--- config.mk ---
export PLATFORM = sky130hd
export DESIGN_NAME = pipe_hazard_ctrl_flat
export DESIGN_NICKNAME = d
export VERILOG_FILES = /design/src/rtl/pipe_hazard_ctrl_if.sv /design/src/rtl/pipe_hazard_ctrl.sv /design/src/flat_wrapper.sv
export SDC_FILE = /design/constraint.sdc
export NUM_CORES = 1
export LEC_CHECK = 0
export CAP_MARGIN = 20
export CORE_ASPECT_RATIO = 0.8
export CORE_MARGIN = 4
export CORE_UTILIZATION = 43
export DETAILED_ROUTE_END_ITERATION = 6
export PLACE_DENSITY_LB_ADDON = 0.15
export SYNTH_ARGS = -nofsm -noshare
export SYNTH_HDL_FRONTEND = slang
export SYNTH_SLANG_ARGS = --single-unit
--- constraint.sdc ---
create_clock -name clk -period 2 [get_ports clk]
set_input_delay 0.4 -clock clk [delete_from_list [all_inputs] [get_ports clk]]
set_output_delay 0.4 -clock clk [all_outputs]
set_load 0.02 [all_outputs]
--- src/rtl/pipe_hazard_ctrl_if.sv ---
// Bundle between the PIPE datapath and its hazard/status controller.
// The datapath side is the master; the controller is the slave.
interface pipe_hazard_ctrl_if #(parameter int CNT_W = 32);
    logic [3:0]       D_icode;
    logic [3:0]       d_srcA;
    logic [3:0]       d_srcB;
    logic [3:0]       E_icode;
    logic [3:0]       E_dstM;
    logic             e_Cnd;
    logic [3:0]       M_icode;
    logic [2:0]       m_stat;
    logic [2:0]       W_stat;
    logic             W_valid;
    logic             F_stall;
    logic             D_stall;
    logic             D_bubble;
    logic             E_bubble;
    logic             M_bubble;
    logic             W_stall;
    logic             set_cc;
    logic [1:0]       run_state;
    logic [CNT_W-1:0] cycle_cnt;
    logic [CNT_W-1:0] retire_cnt;
    logic [CNT_W-1:0] mispred_cnt;
    logic [CNT_W-1:0] stall_cnt;

    modport master (
        output D_icode, d_srcA, d_srcB, E_icode, E_dstM, e_Cnd,
               M_icode, m_stat, W_stat, W_valid,
        input  F_stall, D_stall, D_bubble, E_bubble, M_bubble, W_stall,
               set_cc, run_state, cycle_cnt, retire_cnt, mispred_cnt, stall_cnt
    );

    modport slave (
        input  D_icode, d_srcA, d_srcB, E_icode, E_dstM, e_Cnd,
               M_icode, m_stat, W_stat, W_valid,
        output F_stall, D_stall, D_bubble, E_bubble, M_bubble, W_stall,
               set_cc, run_state, cycle_cnt, retire_cnt, mispred_cnt, stall_cnt
    );
endinterface

--- src/rtl/pipe_hazard_ctrl.sv ---
// PIPE Y86-64 pipeline control: stall/bubble decisions, CC write gating,
// RUN/DRAIN/HALTED status machine and wrap-around performance counters.
module pipe_hazard_ctrl #(
    parameter int CNT_W = 32
) (
    input  logic              clk,
    input  logic              rst_n,
    pipe_hazard_ctrl_if.slave bus
);

    typedef enum logic [1:0] {
        RUN    = 2'b00,
        DRAIN  = 2'b01,
        HALTED = 2'b10,
        BAD    = 2'b11
    } runState_t;

    runState_t        state;
    logic [CNT_W-1:0] cycleCnt;
    logic [CNT_W-1:0] retireCnt;
    logic [CNT_W-1:0] mispredCnt;
    logic [CNT_W-1:0] stallCnt;

    logic loadUse, retPend, mispred, excM, excW, active;
    logic fStall, dStall, dBubble, eBubble, mBubble, wStall, setCc;

    assign loadUse = (bus.E_icode == 4'd5 || bus.E_icode == 4'd11) && (bus.E_dstM != 4'hF)
                     && (bus.E_dstM == bus.d_srcA || bus.E_dstM == bus.d_srcB);
    assign retPend = (bus.D_icode == 4'd9) || (bus.E_icode == 4'd9) || (bus.M_icode == 4'd9);
    assign mispred = (bus.E_icode == 4'd7) && !bus.e_Cnd;
    assign excM    = bus.m_stat != 3'd1;
    assign excW    = bus.W_stat != 3'd1;
    assign active  = (state == RUN) || (state == DRAIN);

    // The illegal encoding is treated like HALTED so the pipe stays frozen until it recovers.
    always_comb begin
        fStall  = 1'b0;
        dStall  = 1'b0;
        dBubble = 1'b0;
        eBubble = 1'b0;
        mBubble = 1'b0;
        wStall  = 1'b0;
        setCc   = 1'b0;
        if (rst_n) begin
            if (active) begin
                fStall  = loadUse || retPend;
                dStall  = loadUse;
                dBubble = mispred || (retPend && !loadUse);
                eBubble = mispred || loadUse;
                mBubble = excM || excW;
                wStall  = excW;
                setCc   = (bus.E_icode == 4'd6) && !excM && !excW;
            end else begin
                fStall  = 1'b1;
                dStall  = 1'b1;
                eBubble = 1'b1;
                mBubble = 1'b1;
                wStall  = 1'b1;
            end
        end
    end

    // Status machine and counters share one register block; everything freezes outside RUN/DRAIN.
    always_ff @(posedge clk or negedge rst_n) begin
        if (!rst_n) begin
            state      <= RUN;
            cycleCnt   <= '0;
            retireCnt  <= '0;
            mispredCnt <= '0;
            stallCnt   <= '0;
        end else begin
            case (state)
                RUN: begin
                    if (excW && bus.W_valid)
                        state <= HALTED;
                    else if (excM)
                        state <= DRAIN;
                end
                DRAIN: begin
                    if (excW && bus.W_valid)
                        state <= HALTED;
                end
                HALTED: state <= HALTED;
                default: state <= HALTED;
            endcase
            if (active) begin
                cycleCnt <= cycleCnt + CNT_W'(1);
                if (bus.W_valid && bus.W_stat == 3'd1 && !wStall)
                    retireCnt <= retireCnt + CNT_W'(1);
                if (state == RUN && mispred)
                    mispredCnt <= mispredCnt + CNT_W'(1);
                if (fStall)
                    stallCnt <= stallCnt + CNT_W'(1);
            end
        end
    end

    assign bus.F_stall     = fStall;
    assign bus.D_stall     = dStall;
    assign bus.D_bubble    = dBubble;
    assign bus.E_bubble    = eBubble;
    assign bus.M_bubble    = mBubble;
    assign bus.W_stall     = wStall;
    assign bus.set_cc      = setCc;
    assign bus.run_state   = state;
    assign bus.cycle_cnt   = cycleCnt;
    assign bus.retire_cnt  = retireCnt;
    assign bus.mispred_cnt = mispredCnt;
    assign bus.stall_cnt   = stallCnt;

endmodule

--- src/flat_wrapper.sv ---
// flat-port wrapper written by rule: the top's interface ports become plain ports
module pipe_hazard_ctrl_flat 
#(
    parameter int CNT_W = 32
)
  (clk, rst_n, bus_D_icode, bus_d_srcA, bus_d_srcB, bus_E_icode, bus_E_dstM, bus_e_Cnd, bus_M_icode, bus_m_stat, bus_W_stat, bus_W_valid, bus_F_stall, bus_D_stall, bus_D_bubble, bus_E_bubble, bus_M_bubble, bus_W_stall, bus_set_cc, bus_run_state, bus_cycle_cnt, bus_retire_cnt, bus_mispred_cnt, bus_stall_cnt);
  pipe_hazard_ctrl_if #(.CNT_W(CNT_W)) bus_i ();
  input  logic clk;
  input  logic rst_n;
  input wire logic [$bits(bus_i.D_icode)-1:0] bus_D_icode;
  input wire logic [$bits(bus_i.d_srcA)-1:0] bus_d_srcA;
  input wire logic [$bits(bus_i.d_srcB)-1:0] bus_d_srcB;
  input wire logic [$bits(bus_i.E_icode)-1:0] bus_E_icode;
  input wire logic [$bits(bus_i.E_dstM)-1:0] bus_E_dstM;
  input wire logic [$bits(bus_i.e_Cnd)-1:0] bus_e_Cnd;
  input wire logic [$bits(bus_i.M_icode)-1:0] bus_M_icode;
  input wire logic [$bits(bus_i.m_stat)-1:0] bus_m_stat;
  input wire logic [$bits(bus_i.W_stat)-1:0] bus_W_stat;
  input wire logic [$bits(bus_i.W_valid)-1:0] bus_W_valid;
  output wire logic [$bits(bus_i.F_stall)-1:0] bus_F_stall;
  output wire logic [$bits(bus_i.D_stall)-1:0] bus_D_stall;
  output wire logic [$bits(bus_i.D_bubble)-1:0] bus_D_bubble;
  output wire logic [$bits(bus_i.E_bubble)-1:0] bus_E_bubble;
  output wire logic [$bits(bus_i.M_bubble)-1:0] bus_M_bubble;
  output wire logic [$bits(bus_i.W_stall)-1:0] bus_W_stall;
  output wire logic [$bits(bus_i.set_cc)-1:0] bus_set_cc;
  output wire logic [$bits(bus_i.run_state)-1:0] bus_run_state;
  output wire logic [$bits(bus_i.cycle_cnt)-1:0] bus_cycle_cnt;
  output wire logic [$bits(bus_i.retire_cnt)-1:0] bus_retire_cnt;
  output wire logic [$bits(bus_i.mispred_cnt)-1:0] bus_mispred_cnt;
  output wire logic [$bits(bus_i.stall_cnt)-1:0] bus_stall_cnt;
  assign bus_i.D_icode = bus_D_icode;
  assign bus_i.d_srcA = bus_d_srcA;
  assign bus_i.d_srcB = bus_d_srcB;
  assign bus_i.E_icode = bus_E_icode;
  assign bus_i.E_dstM = bus_E_dstM;
  assign bus_i.e_Cnd = bus_e_Cnd;
  assign bus_i.M_icode = bus_M_icode;
  assign bus_i.m_stat = bus_m_stat;
  assign bus_i.W_stat = bus_W_stat;
  assign bus_i.W_valid = bus_W_valid;
  assign bus_F_stall = bus_i.F_stall;
  assign bus_D_stall = bus_i.D_stall;
  assign bus_D_bubble = bus_i.D_bubble;
  assign bus_E_bubble = bus_i.E_bubble;
  assign bus_M_bubble = bus_i.M_bubble;
  assign bus_W_stall = bus_i.W_stall;
  assign bus_set_cc = bus_i.set_cc;
  assign bus_run_state = bus_i.run_state;
  assign bus_cycle_cnt = bus_i.cycle_cnt;
  assign bus_retire_cnt = bus_i.retire_cnt;
  assign bus_mispred_cnt = bus_i.mispred_cnt;
  assign bus_stall_cnt = bus_i.stall_cnt;
  pipe_hazard_ctrl #(.CNT_W(CNT_W)) u_core (.clk(clk), .rst_n(rst_n), .bus(bus_i));
endmodule
==> summary.txt <==
Finish
  • Final instance area: a little over 0.009 mm²
  • Core Util, Final: 67.6%
  • Layout cells sized above 1: around a fifth
  • ANT cells: 0
  • Filler Cells Inserted: 1042
  • Area growth syn-to-layout: 54.1%
  • Nets: 808

Placement
  • Gpl congestion: 0.833
  • IO Port Bufs: 170
  • DP Wirelength: 11.0 mm
  • Cell area after placement: 0.00822 mm²
  • Pre-CTS setup slack: -0.854 ns

Worst setup path
  • Slowest CP cell: dfrtp_2
  • CP cell instances: nor4b_4 > nand3_1 > nor4b_2 > buf_4
  • Crit path kind: flop to output pin
  • Crit Path Max Fanout: 3
  • Critical path arrival: between 1.5 and 2 ns
  • Critical path's top delay family: simple AND/OR/NAND/NOR gates
  • Crit start category: flop
  • Crit end category: output pin
  • Crit-path max cell delay: between 0.4 and 0.5 ns
  • CP Data Required Time: 1.60 ns
  • Worst path buffer plus inverter count: 1

CTS
  • CTS tree: yes
  • CTS Buf Count: 17
  • Clk_lat worst skew: 0.42 ns
  • Clock slew at reported path FFs: 0.06 ns
  • Max clock buf depth: 2
  • Clock root cell: clkbuf_16
  • H-tree Lvls: 4
  • TritonCTS Sinks: 130

Global route
  • First-pass GRT wire length: 25.4 mm
  • Largest net degree at the start of global routing: 76
  • Gr usage total: around a fifth
  • Initial antenna violation count: 0
  • Total gr overflow: 0
  • Vias in the first global route: roughly 5.0k

Drt
  • Wire length per cell: 16.1 µm
  • DRC: 0
  • Antenna viol nets, final: 0
  • Vias per cell: between 5 and 6
  • DRT iter0 DRCs: approximately 220
  • Pre-antenna DRT Iters: 4
  • Vias: 4839
  • Final wirelength: 15.5 mm

Die
  • IO Pins: approximately 170
  • Core Box Area: 0.0136 mm²
  • Die Y: around 110 µm
  • Die Width: 139 µm
  • Die ar.: 0.0158 mm²
  • FP Rows: 38
  • Initial Util: 43.9%

Logic synthesis
  • Most instantiated library cell after synthesis: dfrtp_1
  • Synth Area in Adders: less than 1%
  • Area leader, netlist: dfrtp_1
  • Async S/R FF share, synth: 100%
  • Synthesized flop and latch total: 130
  • Number of synthesized flops with an enable pin: 0
  • XOR/XNOR Fraction of Synth Area: 19.5%
  • Post-synthesis cell area: 0.00594 mm²
  • Mapped Nets: approximately 560
  • Syn. warnings: 0
  • Leading cell types by count after synthesis: 130 x dfrtp_1, 102 x xnor2_1, 48 x nand3_1
  • Syn avg cell area: 11.4 µm²
  • Combinational family with the most area after synthesis: simple AND/OR/NAND/NOR gates
  • Netlist cell types: 40
  • Mapped Cells: 521
  • Proportion of synthesized area in mux cells: 0.568%
  • Synth Area in Compound Gates: 1.39%
  • Top cells by area in the synthesized netlist: dfrtp_1 55%, xnor2_1 15%, xor2_1 4.4%
  • Most used flip-flop cell after synthesis: dfrtp_1
  • Post-Synth Simple-Gate Area: 21.3%
  • Top-area cell type share of the netlist area: 54.7%
  • Register area share after synthesis: 54.7%

STA
  • RSZ-0062 raised after global routing: yes
  • Final Hold Viols: 0
  • Setup TNS: -0.0672 ns
  • Hold_ws: between 0.2 and 0.3 ns
  • Worst Slack Setup Final: -0.0659 ns
  • Slew Viols, Final: 0
  • Period utilization: 103%
  • Max Clk Rate: between 400 and 500 MHz
  • Final setup violation count: 2
  • Min Tclk post-route: 2.07 ns
  • Least-Margin Pin Slew: 0.941 ns
  • Slew margin rel.: 37.3%
  • Worst Clk Skew: 0.00946 ns

Worst hold path
  • Hold Crit Class: input port to asynchronous set/reset pin

Power
  • PD cells: 673 mW/mm²
  • Worst VDD drop: 0.567 mV
  • Leakage: 4.17 nW

Outcome
  • Outcome: finished, violations left
  • Failing checks: setup timing

Job
  • Max Cap Violations: 0
per-layer routing:
layer | routed length [µm] | GRT usage [%]
met5 | 0 | 0
met4 | 103 | 6.58
met3 | 1070 | 7.56
met2 | 7300 | 30.8
met1 | 7060 | 26.7
final cells by class:
class,instances,area [µm²],area share (%)
flip-flops and latches,130,3250,35.5
clock buffers,19,443,4.83
repair buffers,240,2210,24.2
multi-input cells,372,2840,31.0
well taps,180,225,2.46
inverters,9,33.8,0.369
clock inverters,13,150,1.64
path summary, 6_finish.rpt:
path                                                start                        end  slack (ns)  depth (start not counted)
min in group clk                u_core.bus.retire_cnt[31]  u_core.bus.retire_cnt[31]        0.48                          1
worst max-delay path              u_core.bus.run_state[1]                 bus_set_cc       -0.07                          4
max in group asynchronous                           rst_n   u_core.bus.stall_cnt[14]        1.01                          3
worst min-delay path                                rst_n   u_core.bus.cycle_cnt[14]        0.28                          3
worst max register to register    u_core.bus.run_state[1]  u_core.bus.retire_cnt[19]           0                          7
worst min register to register  u_core.bus.retire_cnt[31]  u_core.bus.retire_cnt[31]        0.48                          1
placed cells by master (no fill, tap or decap), types with 18 or more instances in the layout:
cell type and instances:
xnor2_1 102, clkbuf_16 18, nand3_1 44, and3_1 26
nor2_1 20, buf_4 67, nand2_1 46, xor2_1 26
dfrtp_1 129, nand4_1 32, clkdlybuf4s50_1 132
power breakdown:
group,switching [W],internal [W],leakage (nW)
Clock,0.00121,0.00189,0.285
Combinational,0.000198,0.000173,2.09
Sequential,0.0000323,0.00266,1.80
Total,0.00144,0.00472,4.17
cells by family (layout without fill, tap and decap cells):
group | after synthesis | after routing
flops | 130 | 130
mux | 3 | 3
fa+ha+maj | 4 | 4
compound gates | 10 | 10
simple gates | 223 | 223
buf+inv | 19 | 281
xor+xnor | 132 | 132
worst reg2reg max path, cell delays in order (launching register included):
cell	delay, ns
dfrtp_2	0.44
nor4b_4	0.24
buf_4	0.18
and4_4	0.22
nand4_1	0.21
nor2_1	0.32
nand3_1	0.14
xnor2_1	0.14
stage by stage:
stage	power [W]	std cells
global route	0.00640	963
CTS	0.00621	953
finish	0.00616	963
detailed placement	0.00309	913
global placement	0.00308	913
floorplan	0.00284	521
registers in the layout, summed over array words and instances (netlist names):
name                    cells
u_core.bus.run_state        2
u_core.bus.cycle_cnt       32
u_core.bus.mispred_cnt     32
u_core.bus.retire_cnt      32
u_core.bus.stall_cnt       32
timing repair:
item | in CTS | in global routing
gates cloned | 0 | 0
pin swaps | 26 | 18
gates resized for setup | 108 | 54
hold endpoints to repair | 2 | 0
endpoints found under the setup margin | 63 | 72
hold buffers | 2 | 0
buffers inserted | 6 | 12
(Power assumes the default switching activity.)
